===== config.mk =====
export PLATFORM = sky130hd
export DESIGN_NAME = rom_loader
export DESIGN_NICKNAME = d
export VERILOG_FILES = /design/src/rtl/rom_loader_pkg.sv /design/src/rtl/rom_loader_pack.sv /design/src/rtl/rom_loader.sv
export SDC_FILE = /design/constraint.sdc
export NUM_CORES = 1
export LEC_CHECK = 0
export ABC_AREA = 1
export CAP_MARGIN = 20
export CORE_MARGIN = 1
export CORE_UTILIZATION = 40
export DETAILED_ROUTE_END_ITERATION = 10
export PLACE_DENSITY = 0.75
export SLEW_MARGIN = 20
export SYNTH_ARGS = -nofsm -noshare
export SYNTH_HDL_FRONTEND = slang
export SYNTH_SLANG_ARGS = --single-unit

===== constraint.sdc =====
create_clock -name clk_i -period 4.45 [get_ports clk_i]
set_input_delay 0.89 -clock clk_i [delete_from_list [all_inputs] [get_ports clk_i]]
set_output_delay 0.89 -clock clk_i [all_outputs]
set_load 0.05 [all_outputs]

===== src/rtl/rom_loader_pkg.sv =====
// Shared types and constants for the ioctl ROM loader: FSM states, file slot
// indices, region decode bit and the default per-file RAM word offsets.
package rom_loader_pkg;

    typedef enum logic [1:0] {
        IDLE  = 2'd0,
        LOAD  = 2'd1,
        FLUSH = 2'd2,
        HOLD  = 2'd3
    } state_t;

    localparam int          WORD_AW             = 17;
    localparam logic [7:0]  IDX_FULL            = 8'd1;
    localparam logic [7:0]  IDX_D               = 8'd2;
    localparam logic [7:0]  IDX_G               = 8'd3;
    localparam int          SPEECH_REGION_BIT   = 18;
    localparam int unsigned HOLD_CYCLES_DEFAULT = 255;
    localparam logic [WORD_AW-1:0] OFS_D_DEFAULT = 17'h01000;
    localparam logic [WORD_AW-1:0] OFS_G_DEFAULT = 17'h0B000;

    function automatic logic [WORD_AW-1:0] region_offset(
        input logic [7:0]         index,
        input logic [WORD_AW-1:0] ofs_d,
        input logic [WORD_AW-1:0] ofs_g
    );
        case (index)
            IDX_D:    region_offset = ofs_d;
            IDX_G:    region_offset = ofs_g;
            IDX_FULL: region_offset = '0;
            default:  region_offset = '0;
        endcase
    endfunction

endpackage


===== src/rtl/rom_loader_pack.sv =====
// Packs the RAM byte stream into 16-bit word writes: pairs even/odd bytes of
// the same word, and flushes a lone even byte as a half-word write.
module rom_loader_pack
    import rom_loader_pkg::*;
(
    input  logic               clk,
    input  logic               reset_n,
    input  logic               byte_valid,
    input  logic               byte_odd,
    input  logic [WORD_AW-1:0] word_addr,
    input  logic [7:0]         byte_data,
    input  logic               flush_req,
    output logic               ram_we,
    output logic [WORD_AW-1:0] ram_addr,
    output logic [15:0]        ram_data,
    output logic [1:0]         ram_be
);

    logic               pend_reg;
    logic [WORD_AW-1:0] pend_addr_reg;
    logic [7:0]         pend_data_reg;
    logic               defer_reg;
    logic [WORD_AW-1:0] defer_addr_reg;
    logic [7:0]         defer_data_reg;
    logic               we_reg;
    logic [WORD_AW-1:0] addr_reg;
    logic [15:0]        data_reg;
    logic [1:0]         be_reg;

    always_ff @(posedge clk) begin
        if (!reset_n) begin
            pend_reg       <= 1'b0;
            pend_addr_reg  <= '0;
            pend_data_reg  <= '0;
            defer_reg      <= 1'b0;
            defer_addr_reg <= '0;
            defer_data_reg <= '0;
            we_reg         <= 1'b0;
            addr_reg       <= '0;
            data_reg       <= '0;
            be_reg         <= '0;
        end else begin
            we_reg <= 1'b0;
            if (byte_valid && !byte_odd) begin
                if (pend_reg) begin
                    we_reg   <= 1'b1;
                    addr_reg <= pend_addr_reg;
                    data_reg <= {pend_data_reg, 8'h00};
                    be_reg   <= 2'b10;
                end
                pend_reg      <= 1'b1;
                pend_addr_reg <= word_addr;
                pend_data_reg <= byte_data;
            end else if (byte_valid) begin
                pend_reg <= 1'b0;
                we_reg   <= 1'b1;
                if (pend_reg && pend_addr_reg == word_addr) begin
                    addr_reg <= word_addr;
                    data_reg <= {pend_data_reg, byte_data};
                    be_reg   <= 2'b11;
                end else if (pend_reg) begin
                    // The stale even byte goes out first; the odd byte waits a cycle.
                    addr_reg       <= pend_addr_reg;
                    data_reg       <= {pend_data_reg, 8'h00};
                    be_reg         <= 2'b10;
                    defer_reg      <= 1'b1;
                    defer_addr_reg <= word_addr;
                    defer_data_reg <= byte_data;
                end else begin
                    addr_reg <= word_addr;
                    data_reg <= {8'h00, byte_data};
                    be_reg   <= 2'b01;
                end
            end else if (defer_reg) begin
                defer_reg <= 1'b0;
                we_reg    <= 1'b1;
                addr_reg  <= defer_addr_reg;
                data_reg  <= {8'h00, defer_data_reg};
                be_reg    <= 2'b01;
            end else if (flush_req && pend_reg) begin
                pend_reg <= 1'b0;
                we_reg   <= 1'b1;
                addr_reg <= pend_addr_reg;
                data_reg <= {pend_data_reg, 8'h00};
                be_reg   <= 2'b10;
            end
        end
    end

    assign ram_we   = we_reg;
    assign ram_addr = addr_reg;
    assign ram_data = data_reg;
    assign ram_be   = be_reg;

endmodule


===== src/rtl/rom_loader.sv =====
// ioctl download front end: routes bytes to CPU RAM or speech ROM and drives
// the console hold signals. Optional byte checksum: ROM_LOADER_CHECKSUM_EN.
module rom_loader
    import rom_loader_pkg::*;
#(
    parameter int unsigned        HOLD_CYCLES = HOLD_CYCLES_DEFAULT,
    parameter logic [WORD_AW-1:0] OFS_D       = OFS_D_DEFAULT,
    parameter logic [WORD_AW-1:0] OFS_G       = OFS_G_DEFAULT
) (
    input  logic               clk_i,
    input  logic               reset_n_i,
    input  logic               ioctl_download_i,
    input  logic [7:0]         ioctl_index_i,
    input  logic               ioctl_wr_i,
    input  logic [24:0]        ioctl_addr_i,
    input  logic [7:0]         ioctl_dout_i,
    input  logic               reset_req_i,
    output logic               ram_we_o,
    output logic [WORD_AW-1:0] ram_addr_o,
    output logic [15:0]        ram_data_o,
    output logic [1:0]         ram_be_o,
    output logic               speech_we_o,
    output logic [14:0]        speech_addr_o,
    output logic [7:0]         speech_data_o,
    output logic               rom_mask_o,
    output logic               flashloading_o,
    output logic               init_hold_o,
    output logic [15:0]        checksum_o
);

    localparam int CNT_W = (HOLD_CYCLES < 2) ? 1 : $clog2(HOLD_CYCLES + 1);
    localparam logic [CNT_W-1:0] CNT_LOAD = CNT_W'(HOLD_CYCLES);

    state_t             state_reg, state_next;
    logic [CNT_W-1:0]   counter_reg, counter_next;
    logic               download_d_reg;
    logic [WORD_AW-1:0] offset_reg;
    logic               rom_mask_reg, init_hold_reg, flashloading_reg;
    logic               speech_we_reg;
    logic [14:0]        speech_addr_reg;
    logic [7:0]         speech_data_reg;

    logic dl_rise, dl_fall, load_entry, accept, speech_sel;

    assign dl_rise    = ioctl_download_i & ~download_d_reg;
    assign dl_fall    = ~ioctl_download_i & download_d_reg;
    assign load_entry = (state_reg != LOAD) && (state_next == LOAD);
    assign accept     = ioctl_wr_i && (state_reg == LOAD);
    assign speech_sel = |ioctl_addr_i[24:SPEECH_REGION_BIT];

    always_comb begin
        state_next   = state_reg;
        counter_next = counter_reg;
        unique case (state_reg)
            IDLE: begin
                if (dl_rise) begin
                    state_next = LOAD;
                end else if (reset_req_i) begin
                    state_next   = HOLD;
                    counter_next = CNT_LOAD;
                end
            end
            LOAD: begin
                if (dl_fall) state_next = FLUSH;
            end
            FLUSH: begin
                state_next   = HOLD;
                counter_next = CNT_LOAD;
            end
            HOLD: begin
                if (dl_rise) begin
                    state_next = LOAD;
                end else if (reset_req_i) begin
                    counter_next = CNT_LOAD;
                end else if (counter_reg <= CNT_W'(1)) begin
                    state_next   = IDLE;
                    counter_next = '0;
                end else begin
                    counter_next = counter_reg - CNT_W'(1);
                end
            end
            default: state_next = IDLE;
        endcase
    end

    // The edge detector follows the pin even in reset, so a download that is
    // still active when reset releases is not mistaken for a new one.
    always_ff @(posedge clk_i) begin
        download_d_reg <= ioctl_download_i;
        if (!reset_n_i) begin
            state_reg        <= IDLE;
            counter_reg      <= '0;
            offset_reg       <= '0;
            rom_mask_reg     <= 1'b0;
            init_hold_reg    <= 1'b1;
            flashloading_reg <= 1'b1;
            speech_we_reg    <= 1'b0;
            speech_addr_reg  <= '0;
            speech_data_reg  <= '0;
        end else begin
            state_reg        <= state_next;
            counter_reg      <= counter_next;
            flashloading_reg <= (state_next != IDLE);
            if (load_entry) begin
                offset_reg    <= region_offset(ioctl_index_i, OFS_D, OFS_G);
                rom_mask_reg  <= ~ioctl_index_i[0];
                init_hold_reg <= 1'b0;
            end
            speech_we_reg <= accept && speech_sel;
            if (accept && speech_sel) begin
                speech_addr_reg <= ioctl_addr_i[14:0];
                speech_data_reg <= ioctl_dout_i;
            end
        end
    end

    rom_loader_pack u_pack (
        .clk        (clk_i),
        .reset_n    (reset_n_i),
        .byte_valid (accept && !speech_sel),
        .byte_odd   (ioctl_addr_i[0]),
        .word_addr  (ioctl_addr_i[17:1] + offset_reg),
        .byte_data  (ioctl_dout_i),
        .flush_req  (state_reg == FLUSH),
        .ram_we     (ram_we_o),
        .ram_addr   (ram_addr_o),
        .ram_data   (ram_data_o),
        .ram_be     (ram_be_o)
    );

`ifdef ROM_LOADER_CHECKSUM_EN
    logic [15:0] sum_reg, checksum_reg;

    always_ff @(posedge clk_i) begin
        if (!reset_n_i) begin
            sum_reg      <= '0;
            checksum_reg <= '0;
        end else begin
            if (load_entry) sum_reg <= '0;
            else if (accept) sum_reg <= sum_reg + {8'h00, ioctl_dout_i};
            if (state_reg == FLUSH) checksum_reg <= sum_reg;
        end
    end

    assign checksum_o = checksum_reg;
`else
    assign checksum_o = '0;
`endif

    assign speech_we_o    = speech_we_reg;
    assign speech_addr_o  = speech_addr_reg;
    assign speech_data_o  = speech_data_reg;
    assign rom_mask_o     = rom_mask_reg;
    assign flashloading_o = flashloading_reg;
    assign init_hold_o    = init_hold_reg;

endmodule


==> impl_metrics.csv <==
group,metric,value,unit
die,io_pins,125,
global_route,first_global_vias,5508,
timing,rsz0062_at_grt,"no",
routing,drt_iter0_markers,460,
synthesis,synth_xor_area_frac,0.007062,
setup_path,critPathMaxFanout,45,
run,max_cap_violations,0,
routing,wl_per_cell,13.90,um
clocking,cts_buffers,17,
outcome,status,"completed",
setup_path,slowest_delay,0.49,ns
synthesis,synth-adder-area-share,0.01332,
hold_path,holdPathStages,2,
clocking,clock_path_buffers,2,
synthesis,yosysSeqAreaShare,0.4132,
timing,period_needed,3.191,ns
setup_path,critical_path_cell_count,16,
timing,fin_crit_sh,0.7171,
placed_design,gp_congestion,0.8334,
synthesis,yosys.area.top_type_share,0.4132,
hold_path,hold_path.class,"flop to flop",
synthesis,synthMuxAreaShare,0,
clocking,clk_latency,0.43,ns
setup_path,required,4.77,ns
synthesis,synthCells,909,
synthesis,synth_cell_types,38,
timing,max_freq,313.4,MHz
die,fp-row-count,45,
setup_path,crit_path_top_delay_cell,"clkdlybuf4s50_1",
setup_path,crit_path_start_kind,"primary input",
placed_design,portBuffers,108,
die,floorplan.initialDensity,0.4094,
global_route,grt_max_degree,46,
clocking,cts_resized,0,
routing,firstDrtPassIters,5,
clocking,hold_buffers,0,
clocking,clock-root-buffer,"clkbuf_16",
timing,finalMaxSlewViolations,0,
synthesis,synthesis.area,0.006201,mm^2
synthesis,synth_seq_cells,128,
synthesis,synth.area.top_cells,"dfxtp_1 (41%), nand2_1 (12%), o21ai_0 (8.6%)",
synthesis,yosys.area.top_type,"dfxtp_1",
die,fp.dieArea,0.01600,mm^2
synthesis,synth_top_family_by_area,"simple AND/OR/NAND/NOR gates",
global_route,antenna_found_initial,0,
placed_design,postPlaceCellArea,0.007305,mm^2
setup_path,crit_chain,"clkdlybuf4s50_1 > ha_1 > inv_1 > fa_1 > inv_1 > nand2_1 > o21bai_2 > inv_1 > nand2_1 > nand2_1 > nand2_1 > nand2_1 > nand3_2 > nand3_4 > nor2_1 > nor2_1",
routing,antenna_left,0,
clocking,cts.reportedPaths.clkPinSlew,0.06,ns
setup_path,critPathBufInv,4,
setup_path,cp-end-kind,"flop",
routing,num_vias,6026,
clocking,cts.sink_count,128,
pwr,vdd_drop_max,0.2874,mV
timing,hold_viol_final,0,
clocking,cts_max_level,4,
setup_path,crit_family,"simple AND/OR/NAND/NOR gates",
routing,wirelength,16670,um
timing,tns,0,ns
timing,tightest_slew,0.6382,ns
finish,antenna_cells,0,
synthesis,synth-compound-area-share,0.1883,
routing,routed_via_density,5.022,
die,die_x,126.5,um
pwr,p_per_area,381.0,mW/mm^2
clocking,cts_tree,"done",
setup_path,critPathMostFrequentCell,"nand2_1",
setup_path,crit_arrival,3.51,ns
finish,final_area,0.007891,mm^2
global_route,track_usage,0.2168,
die,core_area,0.01515,mm^2
finish,final_nets,1051,
clocking,post_cts_buffers,0,
global_route,grt.overflow.total,0,
die,die_h,126.5,um
synthesis,syn_avg_cell_area,6.822,um^2
setup_path,path_class,"primary input to flop",
finish,area_growth,27.26,%
routing,drc_errors,0,
synthesis,synth_warnings,0,
timing,slew_headroom,0.5745,
global_route,grt_pass1_wl,27420,um
setup_path,reg2reg_depth,15,
timing,fin_skew,0.006600,ns
timing,setup_viol,0,
finish,drive_gt1_frac,0.06126,
placed_design,dp_hpwl,11090,um
synthesis,yosys.area_share.simple,0.2540,
pwr,leakagePower,3.386,nW
[cells by family (layout without fill, tap and decap cells)]
family | count (synthesis) | count (layout)
AO/OA/AOI/OAI | 220 | 220
XOR/XNOR | 5 | 5
adder cells (fa/ha/maj) | 6 | 6
buffers and inverters | 173 | 261
flip-flops | 128 | 128
other | 1 | 16
AND/OR/NAND/NOR | 376 | 376
[cell type report]
| cell class | count | area [um^2] |
|---|---|---|
| Fill cell | 1433 | 7254 |
| Clock inverter | 15 | 161.4 |
| Tap cell | 188 | 235.2 |
| Clock buffer | 17 | 425.4 |
| Multi-Input combinational cell | 623 | 2934 |
| Inverter | 111 | 421.7 |
| Sequential cell | 128 | 2562 |
| Timing Repair Buffer | 118 | 1151 |
[worst reg2reg max path: stages, from the launching register on]
cell and delay (ns):
dfxtp_1 0.33, ha_1 0.18, inv_1 0.06, fa_1 0.37
inv_1 0.06, nand2_1 0.07, o21bai_2 0.13, inv_1 0.05
nand2_1 0.07, nand2_1 0.11, nand2_1 0.08, nand2_1 0.06
nand3_2 0.15, nand3_4 0.40, nor2_1 0.25, nor2_1 0.07
[metal layers]
metal  track usage  wire [um]  share of wire  vias up
li1              -          -              -     3077
met1        0.2933       7885           0.47     2715
met2        0.3286       7360           0.44      204
met3       0.04808       1006          0.060       30
met4        0.1006        422          0.025        0
met5             0          0              0        -
[path summary, 6_finish.rpt]
path / endpoint / start / slack [ns]
max reg2reg: u_pack.defer_data_reg[2]$_SDFFE_PN0P_ / offset_reg[12]$_SDFFE_PN0P_ / 1.90
max: u_pack.defer_data_reg[2]$_SDFFE_PN0P_ / ioctl_addr_i[13] / 1.26
min: init_hold_o$_SDFFE_PN1P_ / init_hold_o$_SDFFE_PN1P_ / 0.45
min reg2reg: init_hold_o$_SDFFE_PN1P_ / init_hold_o$_SDFFE_PN1P_ / 0.45
[report_power, final]
group	total [W]	internal, W	leakage, nW	switching (W)
Sequential	0.00121	0.00119	1.04	0.0000250
Clock	0.00138	0.000828	0.276	0.000555
Combinational	0.000410	0.000133	2.07	0.000278
Total	0.00301	0.00215	3.39	0.000858
[cells in the mapped netlist]
cell type  count
nand2_1      202
dfxtp_1      128
nor2_1       107
inv_1        106
o21ai_0      106
a21oi_1       84
nand3_1       38
clkbuf_1      30
buf_4         22
o22ai_1       13
nand4_1        8
nor3_1         7
a221oi_1       6
buf_2          5
ha_1           5
o21ai_1        5
a211oi_1       3
buf_6          3
inv_2          3
nor2_2         3
xor2_1         3
buf_1          2
nand2_2        2
nor2_8         2
nor4_1         2
xnor2_1        2
a21boi_0       1
a21oi_4        1
clkinv_1       1
conb_1         1
fa_1           1
inv_6          1
nand2_4        1
nand3_2        1
nand3_4        1
nor2_4         1
o21bai_2       1
or2_2          1
[cell usage in the layout, fill, tap and decap left out, types with 2 or more instances in the layout]
master	netlist	layout
inv_6	1	4
nand3_1	38	38
clkinv_4	0	4
buf_4	22	10
clkinv_2	0	2
nor2_1	107	107
conb_1	1	16
xnor2_1	2	2
clkdlybuf4s50_1	0	107
nor2_2	3	3
a211oi_1	3	3
o21ai_0	106	106
dfxtp_1	128	128
clkbuf_16	0	17
nor3_1	7	6
o22ai_1	13	13
nor2_8	2	2
ha_1	5	5
inv_1	106	106
nand4_1	8	8
o21ai_1	5	5
bufinv_16	0	2
clkinvlp_4	0	4
nand2_1	202	202
nor4_1	2	2
nand2_2	2	2
a21oi_1	84	84
xor2_1	3	3
inv_2	3	3
a221oi_1	6	6
[through the flow]
step | cells | power, W | hold slack, ns | util | worst slack [ns]
3_5_place_dp | 1168 | 0.001644 | 0.4358 | 0.4823 | 0.7857
5_1_grt | 1200 | 0.003119 | 0.4657 | 0.5210 | 0.9598
4_1_cts | 1200 | 0.003021 | 0.4499 | 0.5210 | 1.252
6_report | 1200 | 0.003007 | 0.4499 | 0.5210 | 1.259
3_3_place_gp | 1168 | 0.001642 | 0.4357 | 0.4823 | 0.8856
2_1_floorplan | 924 | 0.001511 | 0.4357 | - | 1.760
No activity file was read; power rests on OpenSTA's default activity.
